$ cat config.mk
export PLATFORM = sky130hd
export DESIGN_NAME = uart_tx
export DESIGN_NICKNAME = d
export VERILOG_FILES = /design/src/rtl/uart_tx.sv
export SDC_FILE = /design/constraint.sdc
export NUM_CORES = 1
export LEC_CHECK = 0
export CAP_MARGIN = 20
export CORE_MARGIN = 3
export CORE_UTILIZATION = 50
export DETAILED_ROUTE_END_ITERATION = 7
export GPL_TIMING_DRIVEN = 0
export PLACE_DENSITY = 0.83
export SLEW_MARGIN = 5
export SYNTH_ARGS = -nofsm -noshare
export SYNTH_HDL_FRONTEND = slang
export SYNTH_SLANG_ARGS = --single-unit
export TNS_END_PERCENT = 1
$ cat constraint.sdc
create_clock -name clk_i -period 7.7 [get_ports clk_i]
set_input_delay 1.925 -clock clk_i [delete_from_list [all_inputs] [get_ports clk_i]]
set_output_delay 1.925 -clock clk_i [all_outputs]
set_load 0.02 [all_outputs]
$ cat src/rtl/uart_tx.sv
// uart_tx: memory-mapped UART transmitter with a small TX FIFO.
// DATA (addr[2]=0) stores push bytes; STATUS (addr[2]=1) reads
// {occupancy[7:4], ovf, empty, full, busy}. Reading STATUS clears ovf.
// Build option: define UART_TX_PARITY_EN for 8E1 frames (default 8N1).
module uart_tx #(
    parameter int unsigned CLK_FREQ_HZ = 50_000_000,
    parameter int unsigned BAUD        = 115200,
    parameter int unsigned FIFO_DEPTH  = 4
) (
    input  logic        clk_i,
    input  logic        rst_i,
    input  logic [31:0] mem_addr_i,
    input  logic        mem_rstrb_i,
    output logic [31:0] mem_rdata_o,
    input  logic [3:0]  mem_wmask_i,
    input  logic [31:0] mem_wdata_i,
    output logic        tx_o
);

    localparam int unsigned DIV   = CLK_FREQ_HZ / BAUD;
    localparam int unsigned CNT_W = (DIV < 2) ? 1 : $clog2(DIV);
    localparam int unsigned PTR_W = (FIFO_DEPTH < 2) ? 1 : $clog2(FIFO_DEPTH);
    localparam int unsigned OCC_W = PTR_W + 1;

    // Elaboration-time parameter sanity checks
    if (DIV < 2) begin : g_bad_div
        $error("uart_tx: CLK_FREQ_HZ / BAUD must be at least 2");
    end
    if ((FIFO_DEPTH < 2) || ((FIFO_DEPTH & (FIFO_DEPTH - 1)) != 0)) begin : g_bad_depth
        $error("uart_tx: FIFO_DEPTH must be a power of two, at least 2");
    end

    typedef enum logic [2:0] {
        S_IDLE,
        S_START,
        S_DATA,
`ifdef UART_TX_PARITY_EN
        S_PARITY,
`endif
        S_STOP
    } state_e;

    state_e             state_q, state_d;
    logic [CNT_W-1:0]   baud_q, baud_d;
    logic [2:0]         bit_idx_q, bit_idx_d;
    logic [7:0]         shift_q, shift_d;
    logic               tx_q, tx_d;
`ifdef UART_TX_PARITY_EN
    logic               parity_q, parity_d;
`endif

    logic [7:0]         fifo_q [FIFO_DEPTH];
    logic [PTR_W-1:0]   wr_ptr_q, wr_ptr_d;
    logic [PTR_W-1:0]   rd_ptr_q, rd_ptr_d;
    logic [OCC_W-1:0]   count_q, count_d;
    logic               ovf_q, ovf_d;
    logic [31:0]        rdata_q, rdata_d;

    logic               fifo_empty_c;
    logic               fifo_full_c;
    logic               baud_zero_c;
    logic               push_c;
    logic               push_ok_c;
    logic               pop_c;
    logic [7:0]         head_c;
    logic [31:0]        status_c;
    logic               unused_c;

    assign fifo_empty_c = (count_q == '0);
    assign fifo_full_c  = (count_q == OCC_W'(FIFO_DEPTH));
    assign baud_zero_c  = (baud_q == '0);
    assign head_c       = fifo_q[rd_ptr_q];
    assign push_c       = mem_wmask_i[0] & ~mem_addr_i[2];
    // A full FIFO still accepts a byte when the FSM frees a slot this cycle
    assign push_ok_c    = push_c & (~fifo_full_c | pop_c);
    assign status_c     = {24'b0, 4'(count_q), ovf_q, fifo_empty_c, fifo_full_c,
                           (state_q != S_IDLE)};
    assign unused_c     = ^{mem_addr_i[31:3], mem_addr_i[1:0], mem_wdata_i[31:8],
                            mem_wmask_i[3:1]};

    // Baud-rate FSM: next state, shifter, bit counter and line level
    always_comb begin
        state_d   = state_q;
        baud_d    = baud_q;
        bit_idx_d = bit_idx_q;
        shift_d   = shift_q;
        tx_d      = tx_q;
        pop_c     = 1'b0;
`ifdef UART_TX_PARITY_EN
        parity_d  = parity_q;
`endif
        case (state_q)
            S_IDLE: begin
                tx_d = 1'b1;
                if (!fifo_empty_c) begin
                    pop_c     = 1'b1;
                    shift_d   = head_c;
`ifdef UART_TX_PARITY_EN
                    parity_d  = ^head_c;
`endif
                    bit_idx_d = 3'd0;
                    baud_d    = CNT_W'(DIV - 1);
                    tx_d      = 1'b0;
                    state_d   = S_START;
                end
            end
            S_START: begin
                if (baud_zero_c) begin
                    baud_d    = CNT_W'(DIV - 1);
                    tx_d      = shift_q[0];
                    shift_d   = {1'b0, shift_q[7:1]};
                    bit_idx_d = 3'd0;
                    state_d   = S_DATA;
                end else begin
                    baud_d = baud_q - CNT_W'(1);
                end
            end
            S_DATA: begin
                if (baud_zero_c) begin
                    baud_d = CNT_W'(DIV - 1);
                    if (bit_idx_q == 3'd7) begin
`ifdef UART_TX_PARITY_EN
                        tx_d    = parity_q;
                        state_d = S_PARITY;
`else
                        tx_d    = 1'b1;
                        state_d = S_STOP;
`endif
                    end else begin
                        bit_idx_d = bit_idx_q + 3'd1;
                        tx_d      = shift_q[0];
                        shift_d   = {1'b0, shift_q[7:1]};
                    end
                end else begin
                    baud_d = baud_q - CNT_W'(1);
                end
            end
`ifdef UART_TX_PARITY_EN
            S_PARITY: begin
                if (baud_zero_c) begin
                    baud_d  = CNT_W'(DIV - 1);
                    tx_d    = 1'b1;
                    state_d = S_STOP;
                end else begin
                    baud_d = baud_q - CNT_W'(1);
                end
            end
`endif
            S_STOP: begin
                if (baud_zero_c) begin
                    if (!fifo_empty_c) begin
                        pop_c     = 1'b1;
                        shift_d   = head_c;
`ifdef UART_TX_PARITY_EN
                        parity_d  = ^head_c;
`endif
                        bit_idx_d = 3'd0;
                        baud_d    = CNT_W'(DIV - 1);
                        tx_d      = 1'b0;
                        state_d   = S_START;
                    end else begin
                        baud_d  = '0;
                        tx_d    = 1'b1;
                        state_d = S_IDLE;
                    end
                end else begin
                    baud_d = baud_q - CNT_W'(1);
                end
            end
            default: begin
                tx_d    = 1'b1;
                baud_d  = '0;
                state_d = S_IDLE;
            end
        endcase
    end

    // FIFO pointers, occupancy, sticky overflow and bus read data
    always_comb begin
        wr_ptr_d = wr_ptr_q;
        rd_ptr_d = rd_ptr_q;
        count_d  = count_q;
        ovf_d    = ovf_q;
        rdata_d  = rdata_q;
        if (push_ok_c) begin
            wr_ptr_d = wr_ptr_q + PTR_W'(1);
        end
        if (pop_c) begin
            rd_ptr_d = rd_ptr_q + PTR_W'(1);
        end
        if (push_ok_c && !pop_c) begin
            count_d = count_q + OCC_W'(1);
        end else if (!push_ok_c && pop_c) begin
            count_d = count_q - OCC_W'(1);
        end
        if (mem_rstrb_i) begin
            rdata_d = mem_addr_i[2] ? status_c : 32'h0;
            if (mem_addr_i[2]) begin
                ovf_d = 1'b0;
            end
        end
        if (push_c && !push_ok_c) begin
            ovf_d = 1'b1;
        end
    end

    // State and datapath registers
    always_ff @(posedge clk_i) begin
        if (rst_i) begin
            state_q   <= S_IDLE;
            baud_q    <= '0;
            bit_idx_q <= '0;
            shift_q   <= '0;
            tx_q      <= 1'b1;
`ifdef UART_TX_PARITY_EN
            parity_q  <= 1'b0;
`endif
            wr_ptr_q  <= '0;
            rd_ptr_q  <= '0;
            count_q   <= '0;
            ovf_q     <= 1'b0;
            rdata_q   <= '0;
        end else begin
            state_q   <= state_d;
            baud_q    <= baud_d;
            bit_idx_q <= bit_idx_d;
            shift_q   <= shift_d;
            tx_q      <= tx_d;
`ifdef UART_TX_PARITY_EN
            parity_q  <= parity_d;
`endif
            wr_ptr_q  <= wr_ptr_d;
            rd_ptr_q  <= rd_ptr_d;
            count_q   <= count_d;
            ovf_q     <= ovf_d;
            rdata_q   <= rdata_d;
        end
    end

    // FIFO storage; stale contents are unreachable once pointers reset
    always_ff @(posedge clk_i) begin
        if (push_ok_c) begin
            fifo_q[wr_ptr_q] <= mem_wdata_i[7:0];
        end
    end

    assign tx_o        = tx_q;
    assign mem_rdata_o = rdata_q;

endmodule

==> results.sh, run 1 <==
export IMPL_grt_antenna_before_repair=0
export IMPL_start_util_pct=51.8
export IMPL_wl_per_cell_microns=14.2
export IMPL_synth_seq_cells=72
export IMPL_grt_util_met3_pct=4.94
export IMPL_cts_made_buffers=9
export IMPL_rsz0062_at_grt="false"
export IMPL_finalHoldViolCount=0
export IMPL_placement_io_buffers=20
export IMPL_final_cells=468
export IMPL_std_cell_rows=30
export IMPL_firstDrtPassIters=5
export IMPL_grt_pass1_wl_mm=11.1
export IMPL_finalSetupViolations=0
export IMPL_routed_wirelength_mm=6.65
export IMPL_grtUsageMet2_pct=27.5
export IMPL_period_share_pct=52.5
export IMPL_met1_usage_pct=21.6
export IMPL_required_ns=7.98
export IMPL_vias=2504
export IMPL_design_core_area_sq_mm=0.00683
export IMPL_crit_arrival_ns=4.32
export IMPL_holdWs_ns=0.474
export IMPL_diodes=0
export IMPL_syn_to_final_growth_pct=17.5
export IMPL_status="complete, no violations"
export IMPL_grt_max_degree=16
export IMPL_slew_viol_final=0
export IMPL_ys_types=57
export IMPL_yosys_warnings=0
export IMPL_drive_gt1_share_pct=17.2
export IMPL_worstSetupPathType="in -> reg"
export IMPL_avgSynthCellArea_sq_um=11.3
export IMPL_p_per_area_mw_per_mm2=358
export IMPL_fp_dieH_microns=90.1
export IMPL_cts_tree="done"
export IMPL_endpoint_kind="flip-flop"
export IMPL_cts_buffer_depth=2
export IMPL_syn_area_sq_mm=0.00354
export IMPL_die_w_microns=90.1
export IMPL_hp_class="reg -> reg"
export IMPL_async_flop_share_pct=0
export IMPL_finalWeightedCongestion=0.901
export IMPL_clock_sinks=72
export IMPL_path_clk_slew_ns=0.09
export IMPL_synth_cells=312
export IMPL_cts_resized=0
export IMPL_h_tree_depth=3
export IMPL_grt_pass1_vias=2363
export IMPL_nNetsFinal=452
export IMPL_leakage_uw=0.00157
export IMPL_viasPerCell=5.35
export IMPL_worstMarginPinSlew_ns=0.600
export IMPL_finalClockSkew_ns=0.0166
export IMPL_max_freq_ghz=0.248
export IMPL_post_cts_buffers=0
export IMPL_cts_root_buf="clkbuf_8"
export IMPL_synth_edff_count=32
export IMPL_maxCapViolCount=0
export IMPL_relSlewSlack_pct=59.7
export IMPL_drc=0
export IMPL_holdBufCountCts=0
export IMPL_die_area_sq_mm=0.00813
export IMPL_startpoint_type="input pin"
export IMPL_numPlacedInstances=452
export IMPL_period_needed_ns=4.04
export IMPL_busiest_layer="met2"
export IMPL_insertion_delay_ns=0.36
export IMPL_path_max_fanout=10
export IMPL_ir_drop_mv=0.218
export IMPL_grt_ovfl_total=0
export IMPL_drt_iter0_drc=138
export IMPL_grt_usage_pct=17.0
export IMPL_yosys_most_used_dff="dfxtp_1"
export IMPL_fin_tns_setup_ns=0
export IMPL_ant_nets=0
export IMPL_hpwl_mm=4.63
export IMPL_ios=104
export IMPL_ys_seq_area_share_pct=49.8
==> where the power goes <==
group          total [uW]  switching, uW  leakage (uW)  internal, uW
Combinational         665            379      0.000845           286
Sequential            509           48.9      0.000619           460
Clock                 317            160      0.000107           156
==> stage by stage <==
stage          cell area (sq um)  total power, uW  util [%]  setup WS, ns
2_1_floorplan               3630             1030         -          3.93
3_3_place_gp                3950             1150      57.8          3.36
3_5_place_dp                3950             1170      57.8          3.32
4_1_cts                     4160             1490      60.9          3.68
5_1_grt                     4160             1590      60.9          3.55
6_report                    4160             1490      60.9          3.66
==> final cells by class <==
class / instances / area (sq um)
multi-input combinational: 212 / 1570
fill: 548 / 2670
tap: 96 / 120
clock inverter: 7 / 85.1
timing repair buffer: 20 / 200
sequential: 72 / 1760
clock buffer: 9 / 124
inverter: 10 / 37.5
buffer: 42 / 264
==> registers in the layout, summed over array words and instances, names as in the netlist, named ones only <==
name         cells
mem_rdata_o      7
fifo_q          32
wr_ptr_q         2
ovf_q            1
tx_o             1
baud_q           9
shift_q          8
state_q          2
rd_ptr_q         2
count_q          3
bit_idx_q        3
==> cells in the final DEF (no fill, tap or decap), types with 6 or more instances in the layout <==
cell type,netlist,layout
buf_4,25,25
conb_1,1,25
mux2i_1,8,8
nand2b_1,9,9
edfxtp_1,32,32
nand2_1,8,8
clkbuf_8,0,9
a21oi_1,30,30
inv_1,10,10
mux4_2,8,8
ha_1,13,13
nor2_1,13,13
clkdlybuf4s50_1,0,20
clkbuf_1,11,11
o21ai_0,8,8
dfxtp_1,40,40
nand3_1,10,10
or3_1,6,6
a311oi_1,7,7
==> path summary, 6_finish.rpt <==
check	startpoint	cells after the start	slack (ns)	to
setup / recovery	mem_addr_i[2]	10	3.66	count_q[2]
setup reg to reg	state_q[0]	11	4.59	count_q[2]
hold reg to reg	mem_rdata_o[5]	2	0.47	mem_rdata_o[5]
hold / removal	mem_rdata_o[5]	2	0.47	mem_rdata_o[5]
==> layer usage <==
layer	part of all wire (%)	routed length (microns)
met1	46	3050
met4	1.3	89
met5	0	0
met3	5.6	375
met2	47	3130
==> critical path, stage by stage <==
cell             delay, ns
clkdlybuf4s50_1       0.42
clkbuf_1              0.22
a311o_1               0.36
nand2_1               0.15
ha_1                  0.20
inv_1                 0.07
fa_1                  0.37
xor2_1                0.18
or3_1                 0.30
a21oi_1               0.13
==> kinds of logic after synthesis <==
group,after synthesis,share of synthesized area (%)
AND/OR/NAND/NOR,79,14.0
other,1,0.106
AO/OA/AOI/OAI,70,13.1
multiplexers,17,7.67
XOR/XNOR,7,1.73
adder cells (fa/ha/maj),14,5.16
flip-flops,72,49.8
buffers and inverters,52,8.52
==> cells in the mapped netlist (3+ instances only) <==
cell / number / area (sq um)
o21ai_0: 8 / 40.0
nand4_1: 3 / 18.8
inv_1: 10 / 37.5
clkbuf_1: 11 / 41.3
dfxtp_1: 40 / 801
xnor2_1: 3 / 26.3
a21oi_1: 30 / 150
nand2b_1: 9 / 56.3
nand3_1: 10 / 50.1
xor2_1: 4 / 35.0
mux4_2: 8 / 180
and2_1: 4 / 25.0
nor4_1: 4 / 25.0
o211ai_1: 3 / 22.5
a22o_1: 3 / 26.3
a211oi_1: 4 / 30.0
nor2_1: 13 / 48.8
mux2i_1: 8 / 80.1
edfxtp_1: 32 / 961
nand2_1: 8 / 30.0
buf_4: 25 / 188
nor3_1: 3 / 15.0
ha_1: 13 / 163
a311oi_1: 7 / 61.3
or3_1: 6 / 37.5
buf_2: 4 / 20.0
Note: power is estimated with default switching activity, not from simulation.
==> run 2, diff against run 1 <==
--- a/config.mk
+++ b/config.mk
@@ -7,10 +7,10 @@
 export LEC_CHECK = 0
 export CAP_MARGIN = 20
 export CORE_MARGIN = 3
-export CORE_UTILIZATION = 50
+export CORE_UTILIZATION = 43
 export DETAILED_ROUTE_END_ITERATION = 7
 export GPL_TIMING_DRIVEN = 0
-export PLACE_DENSITY = 0.83
+export PLACE_DENSITY = 0.76
 export SLEW_MARGIN = 5
 export SYNTH_ARGS = -nofsm -noshare
 export SYNTH_HDL_FRONTEND = slang
==> constraint.sdc (replaced) <==
create_clock -name clk_i -period 3.65 [get_ports clk_i]
set_input_delay 0.9125 -clock clk_i [delete_from_list [all_inputs] [get_ports clk_i]]
set_output_delay 0.9125 -clock clk_i [all_outputs]
set_load 0.02 [all_outputs]
==> run 2 against run 1 <==
Net effect:
- power is 110% higher
- sequential share of layout area is 0.10 points lower
- final cell count is 1.3% higher
- sequential power is 110% higher
- via count stayed put
- critical path type is now reg -> reg
- largest power group unchanged
==> results.sh, run 2 (synthesis gave the netlist of run 1 again) <==
export IMPL_status="complete, no violations"
export IMPL_relSlewSlack_pct=60.8
export IMPL_max_freq_ghz=0.321
export IMPL_wl_per_cell_microns=14.0
export IMPL_holdBufCountCts=0
export IMPL_final_cell_mix="dfxtp_1, edfxtp_1, a21oi_1"
export IMPL_ant_nets=0
export IMPL_diodes=0
export IMPL_fp_dieH_microns=96.7
export IMPL_ir_drop_mv=0.455
export IMPL_r2r_slack_ns=0.53
export IMPL_cts_root_buf="clkbuf_8"
export IMPL_leakage_uw=0.00157
export IMPL_design_area_sq_mm=0.00417
export IMPL_grt_usage_pct=14.7
export IMPL_finalClockSkew_ns=0.00782
export IMPL_placement_io_buffers=20
export IMPL_slew_viol_final=0
export IMPL_grt_pass1_wl_mm=11.3
export IMPL_p_per_area_mw_per_mm2=756
export IMPL_grt_max_degree=16
export IMPL_worstMarginPinSlew_ns=0.579
export IMPL_drive_gt1_share_pct=17.2
export IMPL_finalWeightedCongestion=0.881
export IMPL_firstDrtPassIters=4
export IMPL_crit_path_end="count_q[2]"
export IMPL_grt_ovfl_total=0
export IMPL_crit_start="state_q[0]"
export IMPL_numPlacedInstances=458
export IMPL_finalHoldViolCount=0
export IMPL_fin_tns_setup_ns=0
export IMPL_post_cts_buffers=0
export IMPL_required_ns=3.94
export IMPL_period_needed_ns=3.12
export IMPL_die_w_microns=96.7
export IMPL_vias=2504
export IMPL_largest_registers="fifo_q x32, baud_q x9, shift_q x8"
export IMPL_hpwl_mm=4.70
export IMPL_critPathMaxStageDelay_ns=0.42
export IMPL_drc=0
export IMPL_startpoint_type="flip-flop"
export IMPL_grt_pass1_vias=2419
export IMPL_rsz0062_at_grt="false"
export IMPL_insertion_delay_ns=0.36
export IMPL_syn_to_final_growth_pct=17.8
export IMPL_hp_class="reg -> reg"
export IMPL_holdWs_ns=0.475
export IMPL_nNetsFinal=452
export IMPL_routed_wirelength_mm=6.65
export IMPL_r2r_start="state_q[0]"
export IMPL_cts_resized=0
export IMPL_path_max_fanout=9
export IMPL_design_core_area_sq_mm=0.00785
export IMPL_final_util_pct=53.1
export IMPL_ios=104
export IMPL_viasPerCell=5.28
export IMPL_period_share_pct=85.4
export IMPL_cts_made_buffers=9
export IMPL_crit_chain="inv_1 -> ha_1 -> clkbuf_1 -> nand2b_1 -> a311o_1 -> nand2_1 -> ha_1 -> inv_1 -> fa_1 -> xor2_1 -> or3_1 -> a21oi_1"
export IMPL_clock_sinks=72
export IMPL_finalSetupViolations=0
export IMPL_crit_arrival_ns=3.40
export IMPL_cts_buffer_depth=2
export IMPL_die_area_sq_mm=0.00936
export IMPL_drt_iter0_drc=122
export IMPL_rr_endpoint="count_q[2]"
export IMPL_top_register="fifo_q"
export IMPL_grt_antenna_before_repair=0
export IMPL_critPathSlowestCell="a311o_1"
export IMPL_h_tree_depth=3
export IMPL_path_clk_slew_ns=0.09
export IMPL_endpoint_kind="flip-flop"
export IMPL_worstSetupPathType="reg -> reg"
export IMPL_dpl_instance_area_sq_mm=0.00396
export IMPL_std_cell_rows=32
export IMPL_final_common_cell="dfxtp_1"
export IMPL_final_cells=474
export IMPL_start_util_pct=45.1
export IMPL_reg2reg_depth=12
export IMPL_maxCapViolCount=0
export IMPL_cts_tree="done"
export IMPL_largest_register_ffs=32
-- run 2: changes by cell type in the layout (fill, tap and decap cells not counted) --
cell	before	now
inv_8	1	2
inv_6	3	2
-- run 2: routing by layer --
layer,wire [microns],global-route usage (%),vias to the layer above
met1,2990,18.2,1210
li1,-,-,1227
met4,87,5.40,0
met3,326,4.47,7
met2,3240,24.2,60
met5,0,0,-
-- run 2: worst min-delay path by stage --
stage | startpoint | to | slack [ns] | cells past startpoint
3_5_place_dp | mem_rdata_o[2] | mem_rdata_o[2] | 0.47 | 2
3_3_place_gp | mem_rdata_o[1] | mem_rdata_o[1] | 0.46 | 2
4_1_cts | mem_rdata_o[2] | mem_rdata_o[2] | 0.48 | 2
2_1_floorplan | bit_idx_q[1] | bit_idx_q[1] | 0.45 | 1
5_1_grt | mem_rdata_o[4] | mem_rdata_o[4] | 0.49 | 2
6_report | mem_rdata_o[6] | mem_rdata_o[6] | 0.47 | 2
-- run 2: area by class of cell --
| cell class | count | area [sq um] |
|---|---|---|
| fillers | 683 | 3680 |
| flip-flops and latches | 72 | 1760 |
| multi-input cells | 212 | 1570 |
| plain buffers | 42 | 264 |
| repair buffers | 20 | 200 |
| well taps | 102 | 128 |
| clock buffers | 9 | 124 |
| clock inverters | 7 | 87.6 |
| inverters | 10 | 37.5 |
-- run 2: worst max-delay path, delay by kind of cell, from the launching register on --
| family | cells | cell delay (ns) |
|---|---|---|
| compound gates | 2 | 0.58 |
| xor+xnor | 1 | 0.18 |
| fa+ha+maj | 3 | 0.85 |
| buf+inv | 3 | 0.35 |
| flops | 1 | 0.40 |
| simple gates | 3 | 0.70 |
-- run 2: power breakdown --
| group | leakage, uW | switching (uW) | internal [uW] |
|---|---|---|---|
| Combinational | 0.000845 | 797 | 604 |
| Sequential | 0.000619 | 102 | 970 |
| Clock | 0.000108 | 346 | 332 |
-- run 2: through the flow --
| step | setup slack (ns) | total power [uW] |
|---|---|---|
| after floorplan | 0.876 | 2170 |
| after global routing | 0.374 | 3390 |
| after detailed placement | 0.262 | 2480 |
| after global placement | 0.311 | 2440 |
| after CTS | 0.555 | 3160 |
| final | 0.535 | 3150 |
==> run 3, diff against run 2 <==
--- a/config.mk
+++ b/config.mk
@@ -7,10 +7,11 @@
 export LEC_CHECK = 0
 export CAP_MARGIN = 20
 export CORE_MARGIN = 3
-export CORE_UTILIZATION = 43
+export CORE_UTILIZATION = 40
 export DETAILED_ROUTE_END_ITERATION = 7
 export GPL_TIMING_DRIVEN = 0
-export PLACE_DENSITY = 0.76
+export PLACE_DENSITY = 0.71
+export REMOVE_ABC_BUFFERS = 1
 export SLEW_MARGIN = 5
 export SYNTH_ARGS = -nofsm -noshare
 export SYNTH_HDL_FRONTEND = slang
==> run 3 against run 2 <==
Net effect:
- setup slack got worse by 0.19 ns
- sequential cell count unchanged
- global-route usage fell by 1.3 points
- count of clock-buffer cells in the layout unchanged
==> results.sh, run 3 (synthesis gave the netlist of run 1 again) <==
export IMPL_top_register="fifo_q"
export IMPL_clock_sinks=72
export IMPL_p_per_area_mw_per_mm2=771
export IMPL_ant_nets=0
export IMPL_status="complete, no violations"
export IMPL_drt_iter0_drc=113
export IMPL_die_w_microns=100
export IMPL_nNetsFinal=412
export IMPL_final_cell_mix="dfxtp_1, edfxtp_1, a21oi_1"
export IMPL_grt_pass1_vias=2232
export IMPL_critPathMaxStageDelay_ns=0.58
export IMPL_path_max_fanout=18
export IMPL_path_clk_slew_ns=0.09
export IMPL_fp_dieH_microns=100
export IMPL_slew_viol_final=0
export IMPL_worstMarginPinSlew_ns=0.731
export IMPL_period_needed_ns=3.30
export IMPL_firstDrtPassIters=4
export IMPL_vias=2362
export IMPL_drive_gt1_share_pct=10.8
export IMPL_wl_per_cell_microns=14.8
export IMPL_critPathSlowestCell="ha_1"
export IMPL_finalSetupViolations=0
export IMPL_cts_resized=0
export IMPL_relSlewSlack_pct=51.1
export IMPL_design_area_sq_mm=0.00391
export IMPL_period_share_pct=90.5
export IMPL_largest_register_ffs=32
export IMPL_finalClockSkew_ns=0.00873
export IMPL_hpwl_mm=4.37
export IMPL_leakage_uw=0.00140
export IMPL_multi_input_area_sq_mm=0.00157
export IMPL_holdBufCountCts=0
export IMPL_grt_pass1_wl_mm=10.6
export IMPL_drc=0
export IMPL_routed_wirelength_mm=6.45
export IMPL_std_cell_rows=33
export IMPL_crit_chain="inv_1 -> ha_1 -> nand2b_1 -> a311o_1 -> nand2_1 -> ha_1 -> inv_1 -> fa_1 -> xor2_1 -> or3_1 -> a21oi_1"
export IMPL_design_core_area_sq_mm=0.00842
export IMPL_die_area_sq_mm=0.0100
export IMPL_finalWeightedCongestion=0.805
export IMPL_hp_class="reg -> reg"
export IMPL_viasPerCell=5.41
export IMPL_crit_arrival_ns=3.58
export IMPL_grt_antenna_before_repair=0
export IMPL_maxCapViolCount=0
export IMPL_cts_buffer_depth=2
export IMPL_endpoint_kind="flip-flop"
export IMPL_grt_max_degree=19
export IMPL_fin_tns_setup_ns=0
export IMPL_cts_root_buf="clkbuf_8"
export IMPL_ir_drop_mv=0.293
export IMPL_n_fill_cell=770
export IMPL_fin_ws_ns=0.347
export IMPL_p_total_uw=3020
export IMPL_ios=104
export IMPL_diodes=0
export IMPL_cts_tree="done"
export IMPL_startpoint_type="flip-flop"
export IMPL_finalHoldViolCount=0
export IMPL_insertion_delay_ns=0.36
export IMPL_final_seq_area_sq_mm=0.00176
export IMPL_dpl_instance_area_sq_mm=0.00372
export IMPL_place_ws_ns=0.164
export IMPL_max_freq_ghz=0.303
export IMPL_grt_usage_pct=13.4
export IMPL_required_ns=3.92
export IMPL_cts_made_buffers=9
export IMPL_rsz0062_at_grt="false"
export IMPL_grt_ovfl_total=0
export IMPL_start_util_pct=42.0
export IMPL_syn_to_final_growth_pct=10.5
export IMPL_largest_registers="fifo_q x32, baud_q x9, shift_q x8"
export IMPL_final_common_cell="dfxtp_1"
export IMPL_h_tree_depth=3
export IMPL_post_cts_buffers=0
export IMPL_worstSetupPathType="reg -> reg"
export IMPL_placement_io_buffers=20
-- run 3: cell count changes in the layout (fill, tap and decap cells not counted) --
| cell | delta |
|---|---|
| buf_4 | -24 |
| buf_1 | -1 |
| buf_6 | -1 |
| buf_8 | +1 |
| inv_6 | +2 |
| inv_8 | +1 |
| clkinv_4 | -2 |
| bufinv_16 | -1 |
| buf_2 | -4 |
| clkbuf_1 | -11 |
-- run 3: area by class of cell --
cell class	instances	share of cell area, %
repair buffers	22	5.69
flip-flops and latches	72	45.0
multi-input cells	212	40.0
clock buffers	9	3.17
well taps	105	3.36
inverters	10	0.959
clock inverters	7	1.76
-- run 3: layer usage --
layer  global-route usage (%)  routed length [microns]  up-vias
met5                        0                        0        -
met4                     5.70                       91        0
met3                     3.27                      327        6
met2                     21.8                     3100       61
met1                     17.1                     2930     1146
li1                         -                        -     1149
-- run 3: metrics by stage --
stage	util (%)	instances	hold slack (ns)
after floorplan	-	294	0.446
after global placement	43.9	419	0.458
after detailed placement	44.2	421	0.458
after CTS	46.4	437	0.472
after global routing	46.4	437	0.484
final	46.4	437	0.469
-- run 3: report_power, final --
part / internal, uW / leakage [uW] / switching, uW / total [uW]
logic: 559 / 0.000684 / 714 / 1270
clock network: 271 / 0.000101 / 355 / 626
registers: 970 / 0.000619 / 147 / 1120
-- run 3: final timing paths --
| check | startpoint | to | slack [ns] | cells after the start |
|---|---|---|---|---|
| max | state_q[0] | count_q[2] | 0.35 | 11 |
| min | mem_rdata_o[5] | mem_rdata_o[5] | 0.47 | 2 |
| max reg2reg | state_q[0] | count_q[2] | 0.35 | 11 |
| min reg2reg | mem_rdata_o[5] | mem_rdata_o[5] | 0.47 | 2 |
-- run 3: worst max-delay path, delay by kind of cell, from the launching register on --
kind	cells	cell delay (ns)
fa+ha+maj	3	1.16
simple gates	3	0.76
flops	1	0.41
buf+inv	2	0.14
compound gates	2	0.58
xor+xnor	1	0.18
